===== src/rtl/cpu_pkg.sv =====
// cpu_pkg: opcodes, FSM states and instruction field positions shared by the CPU control path.
// Revision 1.0
`default_nettype none

package cpu_pkg;

  localparam logic [5:0] c_OP_NOOP = 6'b000000;
  localparam logic [5:0] c_OP_MOVE = 6'b010000;
  localparam logic [5:0] c_OP_ADD  = 6'b010010;
  localparam logic [5:0] c_OP_SUB  = 6'b010011;
  localparam logic [5:0] c_OP_OR   = 6'b010100;
  localparam logic [5:0] c_OP_AND  = 6'b010101;
  localparam logic [5:0] c_OP_ADDI = 6'b110010;
  localparam logic [5:0] c_OP_SUBI = 6'b110011;
  localparam logic [5:0] c_OP_ORI  = 6'b110100;
  localparam logic [5:0] c_OP_ANDI = 6'b110101;
  localparam logic [5:0] c_OP_BEQ  = 6'b100000;
  localparam logic [5:0] c_OP_LI   = 6'b111001;
  localparam logic [5:0] c_OP_LWI  = 6'b111011;
  localparam logic [5:0] c_OP_SWI  = 6'b111100;

  localparam int c_OP_LSB  = 26;
  localparam int c_RD_LSB  = 21;
  localparam int c_RS_LSB  = 16;
  localparam int c_RT_LSB  = 11;
  localparam int c_IMM_LSB = 0;

  typedef enum logic [2:0] {
    S_RESET  = 3'd0,
    S_FETCH  = 3'd1,
    S_DECODE = 3'd2,
    S_EXEC   = 3'd3,
    S_MEM    = 3'd4,
    S_WB     = 3'd5
  } state_e;

  function automatic logic writes_rd(input logic [5:0] op);
    case (op)
      c_OP_MOVE, c_OP_ADD, c_OP_SUB, c_OP_OR, c_OP_AND,
      c_OP_ADDI, c_OP_SUBI, c_OP_ORI, c_OP_ANDI,
      c_OP_LI, c_OP_LWI: writes_rd = 1'b1;
      default:           writes_rd = 1'b0;
    endcase
  endfunction

endpackage

`default_nettype wire


===== src/rtl/cpu_regfile.sv =====
// cpu_regfile: NREG x DW registers, two combinational read ports, one synchronous write port.
// Revision 1.0
`default_nettype none

module cpu_regfile #(
  parameter int DW   = 32,
  parameter int NREG = 32,
  localparam int AW  = $clog2(NREG)
) (
  input  logic          clk,
  input  logic          rst,
  input  logic [AW-1:0] raddr_a_i,
  input  logic [AW-1:0] raddr_b_i,
  output logic [DW-1:0] rdata_a_o,
  output logic [DW-1:0] rdata_b_o,
  input  logic          we_i,
  input  logic [AW-1:0] waddr_i,
  input  logic [DW-1:0] wdata_i
);

  logic [DW-1:0] regs_q [NREG];

  always_ff @(posedge clk or posedge rst) begin
    if (rst) begin
      for (int i = 0; i < NREG; i++) regs_q[i] <= '0;
    end else if (we_i) begin
      regs_q[waddr_i] <= wdata_i;
    end
  end

  assign rdata_a_o = regs_q[raddr_a_i];
  assign rdata_b_o = regs_q[raddr_b_i];

endmodule

`default_nettype wire


===== src/rtl/cpu_control_fsm.sv =====
// cpu_control_fsm: multi-cycle fetch/decode/execute/memory/write-back controller for an external ALU.
// Revision 1.0
`default_nettype none

module cpu_control_fsm
  import cpu_pkg::*;
#(
  parameter int DW   = 32,
  parameter int NREG = 32
) (
  input  logic          clk,
  input  logic          rst,
  output logic          imem_req,
  output logic [DW-1:0] imem_addr,
  input  logic          imem_ack,
  input  logic [DW-1:0] imem_data,
  output logic          dmem_req,
  output logic          dmem_we,
  output logic [DW-1:0] dmem_addr,
  output logic [DW-1:0] dmem_wdata,
  input  logic          dmem_ack,
  input  logic [DW-1:0] dmem_rdata,
  output logic [5:0]    alu_op,
  output logic [DW-1:0] alu_a,
  output logic [DW-1:0] alu_b,
  input  logic [DW-1:0] alu_r,
  input  logic          alu_zero,
  output logic          retire,
  output logic [DW-1:0] pc
);

  localparam int AW = $clog2(NREG);

  state_e        state_q;
  logic [DW-1:0] pc_q;
  logic [31:0]   ir_q;
  logic [DW-1:0] res_q;
  logic          zero_q;
  logic [DW-1:0] ld_q;
  logic [DW-1:0] sd_q;

  logic [5:0]    op;
  logic [AW-1:0] rd_idx, rs_idx, rt_idx;
  logic [15:0]   imm;
  logic [DW-1:0] imm_s, imm_z;
  logic [AW-1:0] rf_ra_a, rf_ra_b;
  logic [DW-1:0] rf_rd_a, rf_rd_b;
  logic          rf_we;
  logic [DW-1:0] rf_wd;
  logic [5:0]    dec_op;
  logic [DW-1:0] dec_a, dec_b;
  logic [DW-1:0] pc_next;
  logic          is_mem;

  assign op     = ir_q[c_OP_LSB +: 6];
  assign rd_idx = ir_q[c_RD_LSB +: AW];
  assign rs_idx = ir_q[c_RS_LSB +: AW];
  assign rt_idx = ir_q[c_RT_LSB +: AW];
  assign imm    = ir_q[c_IMM_LSB +: 16];
  assign imm_s  = {{(DW-16){imm[15]}}, imm};
  assign imm_z  = {{(DW-16){1'b0}}, imm};
  assign is_mem = (op == c_OP_LWI) || (op == c_OP_SWI);

  // BEQ compares R[rd] with R[rs]; SWI stores R[rd]; everything else reads rs/rt.
  assign rf_ra_a = ((op == c_OP_BEQ) || (op == c_OP_SWI)) ? rd_idx : rs_idx;
  assign rf_ra_b = (op == c_OP_BEQ) ? rs_idx : rt_idx;

  assign rf_we = (state_q == S_WB) && writes_rd(op);
  assign rf_wd = (op == c_OP_LWI) ? ld_q : res_q;

  assign pc_next = (op == c_OP_BEQ && zero_q) ? pc_q + DW'(1) + imm_s : pc_q + DW'(1);
  assign pc      = pc_q;

  cpu_regfile #(
    .DW   (DW),
    .NREG (NREG)
  ) u_regfile (
    .clk       (clk),
    .rst       (rst),
    .raddr_a_i (rf_ra_a),
    .raddr_b_i (rf_ra_b),
    .rdata_a_o (rf_rd_a),
    .rdata_b_o (rf_rd_b),
    .we_i      (rf_we),
    .waddr_i   (rd_idx),
    .wdata_i   (rf_wd)
  );

  always_comb begin
    dec_op = c_OP_NOOP;
    dec_a  = '0;
    dec_b  = '0;
    case (op)
      c_OP_MOVE: begin
        dec_op = op; dec_a = rf_rd_a;
      end
      c_OP_ADD, c_OP_SUB, c_OP_OR, c_OP_AND, c_OP_BEQ: begin
        dec_op = op; dec_a = rf_rd_a; dec_b = rf_rd_b;
      end
      c_OP_ADDI, c_OP_SUBI, c_OP_ORI, c_OP_ANDI: begin
        dec_op = op; dec_a = rf_rd_a; dec_b = imm_s;
      end
      c_OP_LI: begin
        dec_op = op; dec_b = imm_s;
      end
      c_OP_LWI, c_OP_SWI: begin
        dec_op = op; dec_a = imm_z;
      end
      default: ;
    endcase
  end

  always_ff @(posedge clk or posedge rst) begin
    if (rst) begin
      state_q    <= S_RESET;
      pc_q       <= '0;
      ir_q       <= '0;
      res_q      <= '0;
      zero_q     <= 1'b0;
      ld_q       <= '0;
      sd_q       <= '0;
      imem_req   <= 1'b0;
      imem_addr  <= '0;
      dmem_req   <= 1'b0;
      dmem_we    <= 1'b0;
      dmem_addr  <= '0;
      dmem_wdata <= '0;
      alu_op     <= c_OP_NOOP;
      alu_a      <= '0;
      alu_b      <= '0;
      retire     <= 1'b0;
    end else begin
      case (state_q)
        S_RESET: begin
          imem_req  <= 1'b1;
          imem_addr <= pc_q;
          state_q   <= S_FETCH;
        end
        S_FETCH: begin
          if (imem_ack) begin
            ir_q     <= imem_data[31:0];
            imem_req <= 1'b0;
            state_q  <= S_DECODE;
          end
        end
        S_DECODE: begin
          alu_op  <= dec_op;
          alu_a   <= dec_a;
          alu_b   <= dec_b;
          sd_q    <= rf_rd_a;
          state_q <= S_EXEC;
        end
        S_EXEC: begin
          res_q  <= alu_r;
          zero_q <= alu_zero;
          alu_op <= c_OP_NOOP;
          alu_a  <= '0;
          alu_b  <= '0;
          if (is_mem) begin
            dmem_req   <= 1'b1;
            dmem_we    <= (op == c_OP_SWI);
            dmem_addr  <= (op == c_OP_LWI) ? alu_r : alu_a;
            dmem_wdata <= (op == c_OP_SWI) ? sd_q : '0;
            state_q    <= S_MEM;
          end else begin
            retire  <= 1'b1;
            state_q <= S_WB;
          end
        end
        S_MEM: begin
          if (dmem_ack) begin
            ld_q     <= dmem_rdata;
            dmem_req <= 1'b0;
            dmem_we  <= 1'b0;
            retire   <= 1'b1;
            state_q  <= S_WB;
          end
        end
        S_WB: begin
          retire    <= 1'b0;
          pc_q      <= pc_next;
          imem_req  <= 1'b1;
          imem_addr <= pc_next;
          state_q   <= S_FETCH;
        end
        default: state_q <= S_RESET;
      endcase
    end
  end

endmodule

`default_nettype wire


===== config.mk =====
export PLATFORM = sky130hd
export DESIGN_NAME = cpu_control_fsm
export DESIGN_NICKNAME = d
export VERILOG_FILES = /design/src/rtl/cpu_pkg.sv /design/src/rtl/cpu_regfile.sv /design/src/rtl/cpu_control_fsm.sv
export SDC_FILE = /design/constraint.sdc
export NUM_CORES = 2
export LEC_CHECK = 0
export ABC_AREA = 0
export CAP_MARGIN = 20
export CORE_MARGIN = 1.5
export CORE_UTILIZATION = 30
export CTS_CLUSTER_DIAMETER = 150
export DETAILED_ROUTE_END_ITERATION = 8
export SLEW_MARGIN = 20
export SYNTH_ARGS = -nofsm -noshare
export SYNTH_HDL_FRONTEND = slang
export SYNTH_SLANG_ARGS = --single-unit

===== constraint.sdc =====
create_clock -name clk -period 70.3 [get_ports clk]
set_input_delay 17.575 -clock clk [delete_from_list [all_inputs] [get_ports clk]]
set_output_delay 17.575 -clock clk [all_outputs]
set_load 0.02 [all_outputs]

# [After elaboration in Yosys (flattened, before gate mapping)]
# Cells that the tools add are included.
[classes] add_sub_neg=2 order_cmp=4 n_eq_ne=22 mux=37 bitwise=3 reduce_logical=25
[op_table] operator="$bwmux W1024" count=1
[op_table] operator="$bmux W32 S5" count=2
[op_table] operator="$pmux W32 S2" count=5
[op_table] operator="$mux W32" count=9
[op_table] operator="$demux W32 S5" count=1
[op_table] operator="$eq A6 B6 Y1 const B" count=8
[op_table] operator="$add A32 B1 Y32 const B" count=1
[op_table] operator="$add A32 B32 Y32" count=1
[op_table] operator="$eq A6 B5 Y1 const B" count=5
[op_table] operator="$ge A6 B6 Y1 const B" count=3
[op_table] operator="$not A5 Y6" count=3
[op_table] operator="$pmux W3 S5" count=1
[op_table] operator="$reduce_or A13 Y1" count=1
[op_table] operator="$pmux W6 S2" count=1
[op_table] operator="$reduce_or A11 Y1" count=1
[op_table] operator="$mux W5" count=2
[op_table] operator="$reduce_and A2 Y1" count=5
[op_table] operator="$reduce_or A10 Y1" count=1
[op_table] operator="$reduce_or A5 Y1" count=2
[op_table] operator="$mux W1" count=8
[op_table] operator="$ne A2 B2 Y1 const B" count=4
[op_table] operator="$reduce_bool A2 Y1" count=4
[op_table] operator="$eq A3 B2 Y1 const B" count=2
[op_table] operator="$eq A3 B3 Y1 const B" count=2
[op_table] operator="12 further kinds" count=20
[word_totals] reg_bits=1358 output_inout_bits=202 wordCells=142

# [Longest topological paths before layout]
[depth] ltp_word=9 mapped_depth=17

# [Modules after synthesis]
# From an unflattened synthesis, not the netlist that was laid out.
[hier_totals] cells_unflattened=6185 hier_area_um2=72625.9
[modules_own_cells] mod="cpu_regfile" instances=1 cells_per_inst=4606 area_per_inst_um2=56221.4
[modules_own_cells] mod="cpu_control_fsm" instances=1 cells_per_inst=1579 area_per_inst_um2=16404.5

# [Least setup slack after synthesis]
# OpenSTA, ideal clock, no wires.
[synth_timing] kind="input -> register" start="input port dmem_ack" end="register ld_q[10]" setup_ns=0.125 arrival_time_ns=18.645 required_ns=70.175 setup_slack_ns=51.531 stages=4 n_path_buf=1 cell_sequence="nand2_1 > nor2_1 > clkbuf_1 > mux2_2"
[synth_via] elab_chain_len=1
[synth_rtl] item="start: declaration" line="cpu_control_fsm.sv:21" source="input logic dmem_ack,"
[synth_rtl] item="$reduce_and A2 Y1 (no source line)"
[synth_rtl] item="end signal: assignment" line="cpu_control_fsm.sv:172" source="ld_q <= dmem_rdata;"
[synth_rtl] item="end: declaration" line="cpu_control_fsm.sv:39" source="logic [DW-1:0] ld_q;"
# No other way between the ends.
# A chain may end at the register's enable or synchronous reset.

==> impl_metrics.json <==
{
  "clock_sinks": 1358,
  "swShare": 0.4778,
  "coreArea_um2": 237900,
  "cts_root_buffer": "clkbuf_16",
  "rsz0062_at_grt": "false",
  "hold_ws_ns": 0.4829,
  "drive_gt1_frac": 0.09836,
  "path_buf_inv": 6,
  "cp-end-kind": "async pin",
  "cp.depth": 6,
  "final_antenna_net_count": 0,
  "power.total_mw": 3.796,
  "setup.worst_path.start_class": "input pin",
  "rows": 179,
  "synth_cells": 8069,
  "p_comb_frac": 0.490,
  "p_int_mw": 1.982,
  "grt_usage": 0.2369,
  "clockBufferDepth": 3,
  "yosysWarnings": 0,
  "ff2ff_path_depth": 10,
  "drc_errors": 136,
  "hold_violations": 0,
  "grt_pass1_wl_mm": 430.2,
  "drv_slew": 0,
  "synth.distinct_cells": 95,
  "dieArea_um2": 242000,
  "clkLatencyLatePin_ns": 0.81,
  "finalSetupTns_ns": 0,
  "grt_pass1_vias": 62050,
  "fin_util": 0.3466,
  "crit_family": "buffers and inverters",
  "max-slew-margin-rel": 0.1659,
  "hpwlAfterDp_mm": 170.9,
  "synthToLayoutAreaGrowth_pct": 14.96,
  "vias_per_cell": 5.877,
  "synthFlopType": "dfrtp_1",
  "path_common_cell": "buf_4",
  "status": "finished with violations",
  "vdd_drop_max_mv": 0.03611,
  "crit_path_max_incr_delay_ns": 0.88,
  "grt_remaining_overflow": 0,
  "dr.pass1.iters": 9,
  "power.switching_mw": 1.814,
  "ctsHtreeMaxLevel": 4,
  "io_pins": 303,
  "cts_tree": "built",
  "whs_path_depth": 2,
  "synth.avg_cell_area_um2": 8.888,
  "post_cts_resize_count": 0,
  "hold_path.class": "reg -> reg",
  "vias": 65840,
  "yosys_register_bits": 1358,
  "die_x_um": 491.9,
  "grt_max_degree": 167,
  "power_density_nw_per_um2": 46.04,
  "required_ns": 71.08,
  "finalCriticalPeriod_ns": 21.34,
  "syn_nets": 8210,
  "critical-path-slowest-cell": "buf_4",
  "violations": "DRC",
  "routedWlPerCell_um": 26.42,
  "p_clk_frac": 0.206,
  "fmaxAchievable_ghz": 0.04687,
  "cts_made_buffers": 140,
  "min_period_over_period": 0.3035,
  "n_fill_cell": 24020,
  "worstSetupPathType": "in -> async",
  "cap_viol_max_count": 0,
  "initial_core_util": 0.3015,
  "clk_pin_slew_ns": 0.06,
  "dieHeight_um": 491.9,
  "post_cts_buffers": 0,
  "yosysSeqAreaShare": 0.4738,
  "synth_edf_count": 0,
  "worstPathArrival_ns": 22.12,
  "cp_max_fo": 104,
  "setup_viol": 0,
  "p_seq_frac": 0.304,
  "ctsHoldBuffers": 0,
  "skew_ns": 0.03905,
  "drtIter0Drc": 9066,
  "netlist_area_um2": 71720,
  "antenna_found_initial": 5,
  "io_buffers": 302,
  "gp_congestion": 0.9307,
  "tightest_slew_ns": 1.251,
  "wl_mm": 296.0,
  "fin_nets": 8071,
  "async_reset_ff_frac": 1.000,
  "p_leak_nw": 34.54,
  "worstPathCellList": "clkdlybuf4s50_1 > inv_8 > buf_4 > buf_4 > buf_4 > buf_4"
}
## cell usage after synthesis (28+ instances only)
cell type  number  share of area
a311oi_1       63         0.0077
dfrtp_1      1358           0.47
a31oi_1        96         0.0084
o21ai_0       376          0.026
nand3_1       227          0.016
mux4_2         65          0.020
nor2_1        853          0.045
a21oi_1       948          0.066
o22ai_1        51         0.0044
ha_1           39         0.0068
o221ai_1      102          0.012
a31o_2         58         0.0071
mux2_2        128          0.020
and3_1        257          0.022
a311o_1        50         0.0070
xnor2_1        31         0.0038
a21o_1         32         0.0033
buf_2         206          0.014
o211ai_1       40         0.0042
a22oi_1        35         0.0037
clkbuf_1      490          0.026
mux2i_1       277          0.039
a211oi_1      187          0.020
a32o_1         28         0.0039
inv_1          35         0.0018
a22o_1         38         0.0046
nand2_1      1518          0.079
nor3_1         50         0.0035
## per-stage QoR
| stage | area [um2] | worst slack [ns] | instances |
|---|---|---|---|
| 4_1_cts | 82240 | 48.85 | 11190 |
| 3_5_place_dp | 77510 | 47.99 | 10950 |
| 2_1_floorplan | 71720 | 14.44 | 8069 |
| 6_report | 82450 | 48.96 | 11200 |
| 5_1_grt | 82440 | 48.33 | 11200 |
| 3_3_place_gp | 77290 | 48.05 | 10940 |
## final cells by class
class	instances	area (um2)	area share
clock buffer	195	4129	0.05008
tap	3167	3963	0.04806
inverter	35	138.9	0.001684
timing repair buffer	483	4752	0.05764
clock inverter	49	598.1	0.007254
multi-input combinational	5912	34880	0.4230
sequential	1358	33980	0.4122
antenna	3	7.507	0.00009105
## registers in the layout, indices dropped and copies added (netlist names), 3 cells and up
name	flops
alu_op	6
imem_addr	32
alu_b	32
dmem_wdata	32
pc	32
ir_q	32
u_regfile.regs_q	1024
ld_q	32
dmem_addr	32
res_q	32
alu_a	32
sd_q	32
state_q	3
## layer usage
| metal | GRT usage | vias to the layer above | part of all wire |
|---|---|---|---|
| li1 | - | 28400 | - |
| met1 | 0.3176 | 32480 | 0.40 |
| met2 | 0.3550 | 4142 | 0.43 |
| met3 | 0.06276 | 815 | 0.12 |
| met4 | 0.1093 | 4 | 0.051 |
| met5 | 0 | - | 0.000071 |
## logic make-up after synthesis
| group | Yosys count | share of synthesized area |
|---|---|---|
| xor gates and xnor gates | 50 | 0.006106 |
| muxes | 472 | 0.07948 |
| AOI/OAI and AO/OA | 2303 | 0.2026 |
| DFF | 1358 | 0.4738 |
| and+or+nand+nor | 3047 | 0.1818 |
| buffers and inverters | 799 | 0.04911 |
| adders and majority gates | 40 | 0.007083 |
## power by group through the flow
| stage | registers (mW) | logic (mW) | clock network, mW |
|---|---|---|---|
| 3_3_place_gp | 1.15 | 1.74 | 0 |
| 5_1_grt | 1.17 | 1.94 | 0.820 |
| 4_1_cts | 1.15 | 1.78 | 0.791 |
| 3_5_place_dp | 1.16 | 1.77 | 0 |
| 6_report | 1.15 | 1.86 | 0.783 |
| 2_1_floorplan | 1.12 | 1.11 | 0 |
## path summary, 6_finish.rpt
check                                   from               endpoint  slack, ns
worst max-delay path                     rst  u_regfile.regs_q[615]      48.96
worst min-delay path            dmem_addr[8]           dmem_addr[8]       0.48
worst max register to register      ir_q[28]              alu_b[18]      64.12
worst min register to register  dmem_addr[8]           dmem_addr[8]       0.48
max in group clk                   alu_b[27]              alu_b[27]      50.57
min in group asynchronous                rst          dmem_addr[17]      17.33
## placed cells by master (no fill, tap or decap), types with 63 or more instances in the layout
cell type | Yosys | routed
a31oi_1 | 96 | 92
mux2i_1 | 277 | 244
dfrtp_1 | 1358 | 1357
a211oi_1 | 187 | 187
mux2_2 | 128 | 128
and3_1 | 257 | 256
mux4_2 | 65 | 65
a21oi_1 | 948 | 946
o221ai_1 | 102 | 102
clkdlybuf4s50_1 | 0 | 302
nand3_1 | 227 | 226
nand2_1 | 1518 | 1514
nor2_1 | 853 | 847
a311oi_1 | 63 | 63
o21ai_0 | 376 | 375
clkbuf_16 | 0 | 147
buf_4 | 25 | 152
## worst reg2reg max path, cell delays in order (launching register included)
cell and delay (ns):
dfrtp_1 0.62, nor4b_4 0.45, nand3_1 0.25, nand2_8 0.68, buf_4 0.72, buf_4 0.72
buf_4 0.73, mux4_2 0.60, a2111oi_0 0.81, a311oi_1 0.14, a221o_1 0.34
Power figures use the tool's default switching activity.
